--- src/rtl/control_unit_gen2.sv ---
// Sequencer for the stabilizer-simulation datapath: per-gate alpha/P/multQ/amplitude handshakes,
// final stabilizer readout beats, and a per-wait-state watchdog.
//  state    | meaning
//  IDLE     | waiting for start
//  LOAD     | latch next gate
//  A_INIT   | kick alpha computation
//  A_WAIT   | wait done_alpha
//  P_WAIT   | wait valid_P or readout request
//  M_INIT   | kick multQ
//  M_WAIT   | wait done_multQ
//  AMP_WAIT | wait done_amplitude
//  READOUT  | stream num_qubit beats
//  ERROR    | watchdog expired, hold until abort
module control_unit_gen2 #(
    parameter int num_qubit  = 4,
    parameter int TIMEOUT    = 1024,
    parameter int GATE_CNT_W = 16
) (
    input  logic                  clk,
    input  logic                  rst,
    input  logic                  start,
    input  logic                  abort,
    input  logic                  done_alpha,
    input  logic                  valid_P,
    input  logic                  done_multQ,
    input  logic                  done_amplitude,
    input  logic                  literal_phase_readout,
    input  logic                  flag_anticommute,
    input  logic [1:0]            reg_gate_type,
    input  logic                  ready_out,
    output logic [3:0]            state_CU,
    output logic                  ld_gate_info,
    output logic                  determine_alpha,
    output logic                  ld_basis_index,
    output logic                  ld_global_phase,
    output logic                  alpha_beta,
    output logic                  determine_multQ,
    output logic                  ld_matchQ_index,
    output logic                  determine_amplitude,
    output logic                  ld_measure_update,
    output logic                  ld_reg_readout,
    output logic                  valid_out,
    output logic                  done_readout,
    output logic                  timeout_err,
    output logic [GATE_CNT_W-1:0] gate_count,
    output logic                  busy
);
    localparam int BEAT_W = (num_qubit > 1) ? $clog2(num_qubit) : 1;
    localparam int WD_W   = $clog2(TIMEOUT);
    localparam logic [BEAT_W-1:0] BEAT_LAST = BEAT_W'(num_qubit - 1);
    localparam logic [WD_W-1:0]   WD_LIMIT  = WD_W'(TIMEOUT - 1);

    typedef enum logic [3:0] {
        S_IDLE     = 4'd0,
        S_LOAD     = 4'd1,
        S_A_INIT   = 4'd2,
        S_A_WAIT   = 4'd3,
        S_P_WAIT   = 4'd4,
        S_M_INIT   = 4'd5,
        S_M_WAIT   = 4'd6,
        S_AMP_WAIT = 4'd7,
        S_READOUT  = 4'd8,
        S_ERROR    = 4'd9
    } state_t;

    state_t                  state_q, state_d;
    logic [BEAT_W-1:0]       beat_q, beat_d;
    logic [WD_W-1:0]         wd_q, wd_d;
    logic [GATE_CNT_W-1:0]   gate_q, gate_d;
    logic                    terr_q, terr_d;
    logic                    done_q, done_d;
    logic                    timeout_hit;
    logic                    in_wait;

    always_ff @(posedge clk) begin
        if (rst) begin
            state_q <= S_IDLE;
            beat_q  <= '0;
            wd_q    <= '0;
            gate_q  <= '0;
            terr_q  <= 1'b0;
            done_q  <= 1'b0;
        end else begin
            state_q <= state_d;
            beat_q  <= beat_d;
            wd_q    <= wd_d;
            gate_q  <= gate_d;
            terr_q  <= terr_d;
            done_q  <= done_d;
        end
    end

    always_comb begin
        state_d     = state_q;
        beat_d      = beat_q;
        wd_d        = wd_q;
        gate_d      = gate_q;
        terr_d      = terr_q;
        done_d      = 1'b0;
        timeout_hit = (wd_q == WD_LIMIT);
        in_wait     = (state_q == S_A_WAIT) || (state_q == S_M_WAIT) || (state_q == S_AMP_WAIT);

        if (abort && (state_q != S_IDLE)) begin
            state_d = S_IDLE;
            beat_d  = '0;
            terr_d  = 1'b0;
        end else begin
            case (state_q)
                S_IDLE: begin
                    if (start) begin
                        state_d = S_LOAD;
                        gate_d  = '0;
                    end
                end
                S_LOAD:   state_d = S_A_INIT;
                S_A_INIT: state_d = S_A_WAIT;
                S_A_WAIT: begin
                    if (done_alpha) begin
                        state_d = S_P_WAIT;
                    end else if (timeout_hit) begin
                        state_d = S_ERROR;
                        terr_d  = 1'b1;
                    end
                end
                S_P_WAIT: begin
                    if (valid_P) begin
                        state_d = S_M_INIT;
                    end else if (literal_phase_readout) begin
                        state_d = S_READOUT;
                        beat_d  = BEAT_LAST;
                    end
                end
                S_M_INIT: state_d = S_M_WAIT;
                S_M_WAIT: begin
                    if (done_multQ) begin
                        state_d = S_AMP_WAIT;
                    end else if (timeout_hit) begin
                        state_d = S_ERROR;
                        terr_d  = 1'b1;
                    end
                end
                S_AMP_WAIT: begin
                    if (done_amplitude) begin
                        state_d = S_LOAD;
                        if (gate_q != '1) gate_d = gate_q + GATE_CNT_W'(1);
                    end else if (timeout_hit) begin
                        state_d = S_ERROR;
                        terr_d  = 1'b1;
                    end
                end
                S_READOUT: begin
                    if (ready_out) begin
                        if (beat_q == '0) begin
                            state_d = S_IDLE;
                            done_d  = 1'b1;
                        end else begin
                            beat_d = beat_q - BEAT_W'(1);
                        end
                    end
                end
                S_ERROR: state_d = S_ERROR;
                default: state_d = S_IDLE;
            endcase
        end

        // Watchdog restarts on every state change, so it counts dwell time in the current wait state.
        if (state_d != state_q) begin
            wd_d = '0;
        end else if (in_wait) begin
            wd_d = wd_q + WD_W'(1);
        end
    end

    always_comb begin
        ld_gate_info        = 1'b0;
        determine_alpha     = 1'b0;
        ld_basis_index      = 1'b0;
        ld_global_phase     = 1'b0;
        alpha_beta          = 1'b0;
        determine_multQ     = 1'b0;
        ld_matchQ_index     = 1'b0;
        determine_amplitude = 1'b0;
        ld_measure_update   = 1'b0;
        valid_out           = 1'b0;
        case (state_q)
            S_LOAD:   ld_gate_info    = 1'b1;
            S_A_INIT: determine_alpha = 1'b1;
            S_M_INIT: determine_multQ = 1'b1;
            S_A_WAIT: ld_basis_index  = done_alpha;
            S_P_WAIT: begin
                if (valid_P) begin
                    if (reg_gate_type == 2'd3) ld_basis_index  = 1'b1;
                    else                       ld_global_phase = 1'b1;
                end
            end
            S_M_WAIT: begin
                ld_matchQ_index     = done_multQ;
                determine_amplitude = done_multQ;
            end
            S_AMP_WAIT: begin
                if (done_amplitude) begin
                    if (reg_gate_type == 2'd3) begin
                        ld_measure_update = flag_anticommute;
                    end else begin
                        ld_global_phase = 1'b1;
                        alpha_beta      = 1'b1;
                    end
                end
            end
            S_READOUT: valid_out = 1'b1;
            default: ;
        endcase
    end

    assign ld_reg_readout = valid_out & ready_out;
    assign state_CU       = state_q;
    assign done_readout   = done_q;
    assign timeout_err    = terr_q;
    assign gate_count     = gate_q;
    assign busy           = (state_q != S_IDLE);

endmodule

--- config.mk ---
export PLATFORM = sky130hd
export DESIGN_NAME = control_unit_gen2
export DESIGN_NICKNAME = d
export VERILOG_FILES = /design/src/rtl/control_unit_gen2.sv
export SDC_FILE = /design/constraint.sdc
export NUM_CORES = 1
export LEC_CHECK = 0
export ABC_AREA = 1
export CAP_MARGIN = 30
export CORE_MARGIN = 2
export CORE_UTILIZATION = 50
export DETAILED_ROUTE_END_ITERATION = 12
export GPL_ROUTABILITY_DRIVEN = 0
export PLACE_DENSITY = 0.78
export SKIP_LAST_GASP = 1
export SLEW_MARGIN = 5
export SYNTH_ARGS = -nofsm -noshare
export SYNTH_HDL_FRONTEND = slang
export SYNTH_SLANG_ARGS = --single-unit
--- constraint.sdc ---
create_clock -name clk -period 2.15 [get_ports clk]
set_input_delay 0.43 -clock clk [delete_from_list [all_inputs] [get_ports clk]]
set_output_delay 0.43 -clock clk [all_outputs]
set_load 0.01 [all_outputs]
# After elaboration in Yosys (flattened, before gate mapping)
# Cells that the tools add are included.
[word_totals]
in_bits = 13
out_inout_bits = 34
wordCells = 93
reg_bits = 34
[classes]
bitwise = 4
addsub = 3
eq_ne = 23
n_reduce_logical = 15
muxes = 42
[ops]
columns = ["operator", "count"]
rows = [
  ["$mux W16", 3],
  ["$mux W4", 10],
  ["$pmux W4 S10", 1],
  ["$pmux W16 S2", 1],
  ["$mux W1", 19],
  ["$ne A2 B2 Y1 const B", 9],
  ["$add A16 B1 Y16 const B", 1],
  ["$eq A4 B3 Y1 const B", 4],
  ["$ne A16 B16 Y1 const B", 1],
  ["$add A10 B1 Y10 const B", 1],
  ["$eq A10 B10 Y1 const B", 1],
  ["$reduce_and A5 Y1", 2],
  ["$eq A4 B2 Y1 const B", 2],
  ["$eq A4 B4 Y1 const B", 2],
  ["$mux W2", 4],
  ["$eq A4 B1 Y1 const B", 1],
  ["$logic_not A4 Y1", 1],
  ["$ne A4 B4 Y1", 1],
  ["$pmux W1 S2", 2],
  ["$pmux W2 S2", 1],
  ["$reduce_and A4 Y1", 1],
  ["$reduce_bool A2 Y1", 2],
  ["$reduce_bool A4 Y1", 1],
  ["$reduce_or A2 Y1", 2],
  ["11 further kinds", 14],
]

# Logic depth before layout (Yosys ltp)
[logic_depth]
word_depth = 7
mapped_depth = 13
ltp_nobuf = 13

# Least setup slack after synthesis
# Ideal clock, no wire load.
[synth_timing]
path_type = "flip-flop to flip-flop"
from = "register gate_q[1], in the netlist gate_count[1]"
to = "register gate_q[7], in the netlist gate_count[7]"
stages_incl_launch_ff = 12
path_buffers = 1
required_time_ns = 2.033
arrival_time_ns = 1.676
synth_period_minus_slack_ns = 1.793
path_slack_ns = 0.357
setup_ns = 0.117
path_cell_list = "dfxtp_1 > ha_1 > nand2_1 > nor3_2 > nand2_1 > nor2_1 > nand3_1 > nand2_2 > buf_6 > nor2_1 > o21ai_0 > nor2_1"
[synth_between]
elab_chain_len = 4
word_cells_on_any_way = 7
classes_between = "add/sub (1); eq/ne (2); mux (3); reduce/logical (1)"
[synth_lines]
columns = ["element", "line", "text"]
rows = [
  ["start, declared", "69", "logic [GATE_CNT_W-1:0] gate_q, gate_d;"],
  ["start signal, assigned", "87", "gate_q <= gate_d;"],
  ["$add A16 B1 Y16", "145", "if (gate_q != '1) gate_d = gate_q + GATE_CNT_W'(1);"],
  ["$mux W16", "145", ""],
  ["$mux W16", "143", "if (done_amplitude) begin"],
  ["$pmux W16 S2", "108", "case (state_q)"],
]
# Several ways; a longest one is shown, not always the timed one. The select of a mux whose other input is x is not followed.
# A chain may end at the register's enable or synchronous reset.

# Worst setup path in the final report
[layout_timing]
from = "register state_q[0], in the netlist state_CU[0]"
to = "output port ld_gate_info"
[layout_between]
elab_chain_len = 2
[layout_lines]
columns = ["element", "line", "text"]
rows = [
  ["start, declared", "66", "state_t state_q, state_d;"],
  ["start signal, assigned", "84", "state_q <= state_d;"],
  ["$eq A4 B1 Y1", "185", "case (state_q)"],
  ["$mux W1", "185", ""],
  ["end, declared", "32", "output logic ld_gate_info,"],
]
# No other way between the ends.

==> impl_metrics.json <==
{
  "status": "complete, no violations",
  "finalHoldViolations": 0,
  "p_comb_share_pct": 23.0,
  "clockRootBuffer": "clkbuf_8",
  "crit_type": "reg2out",
  "first_global_vias": 2050,
  "place_ws_ns": -0.0556,
  "cts.clk_slew.worst_paths_ns": 0.07,
  "drtIter0Drc": 139,
  "crit_path_max_fanout": 6,
  "timing.critical_path.from": "state_CU[0]",
  "syn_area_per_cell_sq_um": 6.39,
  "ys_async_sr_fraction_pct": 0,
  "cp-end-kind": "primary output",
  "holdCritStartpoint": "timeout_err",
  "yosys.area_share.adder_pct": 1.84,
  "hpwl_um": 3800,
  "syn_nets": 335,
  "tritoncts": "built",
  "relSlewSlack_pct": 75.7,
  "worstHoldPathType": "reg2reg",
  "rows": 23,
  "seqPwrFrac_pct": 42.0,
  "maxCapViolations": 0,
  "clock_skew_ns": 0.00721,
  "p_int_mw": 1.12,
  "cts_hold_buf": 0,
  "clock_sinks": 34,
  "die_area_sq_um": 4600,
  "slowest_stage": "clkdlybuf4s50_1",
  "synthMuxAreaShare_pct": 0.491,
  "portBuffers": 46,
  "vias": 2214,
  "nFillCells": 331,
  "power.static_leakage_nw": 1.32,
  "core_sq_um": 3970,
  "crit_top_cell": "inv_1",
  "synth_edf_count": 0,
  "grt_max_degree": 12,
  "drive_gt1_share_pct": 14.7,
  "cts_buffers": 5,
  "path_buf_inv": 3,
  "wirelength_um": 5010,
  "syn_area_sq_um": 2040,
  "grtUsageTotal_pct": 24.1,
  "nets": 404,
  "cts_htree_levels": 2,
  "drtPass1Iterations": 5,
  "synth_compound_area_share_pct": 8.96,
  "rsz0062_at_grt": "false",
  "max_freq_mhz": 483,
  "ys_types": 33,
  "p_sw_share_pct": 29.5,
  "routed_via_density": 5.04,
  "synthFlopType": "dfxtp_1",
  "synth_top_family_by_area": "simple AND/OR/NAND/NOR gates",
  "path_delay_family": "buffers and inverters",
  "drcViolationCount": 0,
  "crit_arrival_ns": 1.64,
  "crit_required_ns": 1.72,
  "area_growth_pct": 39.3,
  "grt_pass1_wl_um": 8510,
  "cpPeakStageDelay_ns": 0.54,
  "period_share_pct": 96.4,
  "insertion_delay_ns": 0.28,
  "synthXorXnorAreaFrac_pct": 6.45,
  "die_w_um": 67.8,
  "p_switching_mw": 0.466,
  "grt.overflow.total": 0,
  "worstPathCellList": "inv_1, nor2_2, inv_1, nor2_1, clkdlybuf4s50_1",
  "p_per_area_nw_per_um2": 557,
  "synth-seq-cells": 34,
  "initial_core_util_pct": 51.3,
  "die_y_um": 67.8,
  "yosysWarnings": 0,
  "boundaryPins": 47,
  "worst_slew_pin_slew_ns": 0.362,
  "post_synth_and_or_nand_nor_area_fraction_pct": 39.2,
  "synth_cells": 319,
  "setup_viol": 0,
  "ant_nets": 0,
  "clock_path_buffers": 2,
  "fin_ws_ns": 0.0777,
  "finalMaxSlewViolations": 0,
  "layout_min_cycle_time_ns": 2.07,
  "antenna_cells": 0,
  "routedWlPerCell_um": 11.4,
  "pwr-share-clk_pct": 34.9,
  "antenna_found_initial": 0,
  "power_mw": 1.58,
  "start_kind": "register",
  "r2r-start": "state_CU[2]",
  "fin_util_pct": 71.5,
  "peakVddDrop_mv": 0.510,
  "ys_seq_area_share_pct": 33.4
}
-- Yosys cell counts, types with 2 or more instances --
cell type	n	share of area (%)
a21oi_1	15	3.7
nand2_1	76	14
nand4_1	4	1.2
ha_1	3	1.8
nand3_1	27	6.6
dfxtp_1	34	33
inv_1	41	7.6
xnor2_1	3	1.3
nor2_1	64	12
nor3_1	2	0.49
nand2_2	3	0.92
nand3b_1	3	1.1
o21ai_0	11	2.7
inv_2	3	0.55
xor2_1	12	5.2
-- state kept, by name, summed over array words and instances, names as in the netlist --
register      cells
wd_q             10
beat_q            2
state_CU          4
timeout_err       1
gate_count       16
done_readout      1
-- cell families (layout without fill, tap and decap cells) --
kind of cell / after synthesis / in the layout
simple gates: 185 / 185
buf+inv: 49 / 119
flops: 34 / 34
compound gates: 32 / 32
xor+xnor: 15 / 15
fa+ha+maj: 3 / 3
mux: 1 / 1
-- layout make-up --
type,instances,area (sq um),area share [%]
multi-input combinational,236,1190,41.8
tap,50,62.6,2.20
clock buffer,8,110,3.88
inverter,45,170,5.99
sequential,34,691,24.3
timing repair buffer,66,618,21.8
-- metrics by stage --
step	hold WS (ns)	std cells	setup TNS (ns)	cell area (sq um)
finish	0.455	439	0	2840
global route	0.506	439	0	2840
CTS	0.460	439	-0.0677	2800
global placement	0.443	427	0	2650
detailed placement	0.448	427	-0.0878	2650
floorplan	0.452	319	0	2040
-- cell usage in the layout (no fill, tap or decap), types with 4 or more instances in the layout --
| master | instances |
|---|---|
| a21oi_1 | 15 |
| inv_2 | 4 |
| clkdlybuf4s50_1 | 37 |
| dlymetal6s2s_1 | 5 |
| nand3_1 | 26 |
| nand2_1 | 76 |
| nor2_1 | 58 |
| dlygate4sd2_1 | 4 |
| dfxtp_1 | 30 |
| nand4_1 | 4 |
| o21ai_0 | 11 |
| nor2_2 | 7 |
| inv_1 | 40 |
| clkbuf_8 | 8 |
| xor2_1 | 12 |
| buf_4 | 20 |
-- worst reg2reg max path, stage by stage, from the launching register on --
cell and delay [ns]:
dfxtp_4 0.39, inv_1 0.08, nor2_4 0.15, buf_4 0.13
buf_4 0.11, nand3_1 0.12, nand3_1 0.11, nand2_1 0.08
nand2_1 0.07, nand2_1 0.08, nand2_1 0.08, nand2_1 0.06
nor2_1 0.17, nand3_4 0.16, nor2_1 0.11
-- worst paths after layout --
path / to / slack [ns] / depth (start not counted)
worst min-delay path: timeout_err / 0.45 / 2
worst max register to register: wd_q[7] / 0.20 / 14
worst max-delay path: ld_gate_info / 0.08 / 5
worst min register to register: timeout_err / 0.45 / 2
-- metal layers --
metal  routed length (um)  GRT usage, %  vias to the layer above
li1                     -             -                     1142
met1                 2300          29.6                      990
met2                 2280          42.3                       70
met3                  308          4.93                       12
met4                  127          7.25                        0
met5                    0             0                        -
-- power groups by stage --
stage / logic [mW] / registers (mW) / clock network (mW)
floorplan: 0.194 / 0.679 / 0
global placement: 0.336 / 0.677 / 0
detailed placement: 0.339 / 0.677 / 0
CTS: 0.347 / 0.663 / 0.569
global route: 0.399 / 0.667 / 0.595
finish: 0.364 / 0.665 / 0.553
-- what timing repair did --
action                     in CTS  in global routing
setup buffers                   4                  0
pin swaps                       1                  1
setup endpoints to repair      11                 24
gates resized for setup        11                 13
No activity file was read; power rests on OpenSTA's default activity.
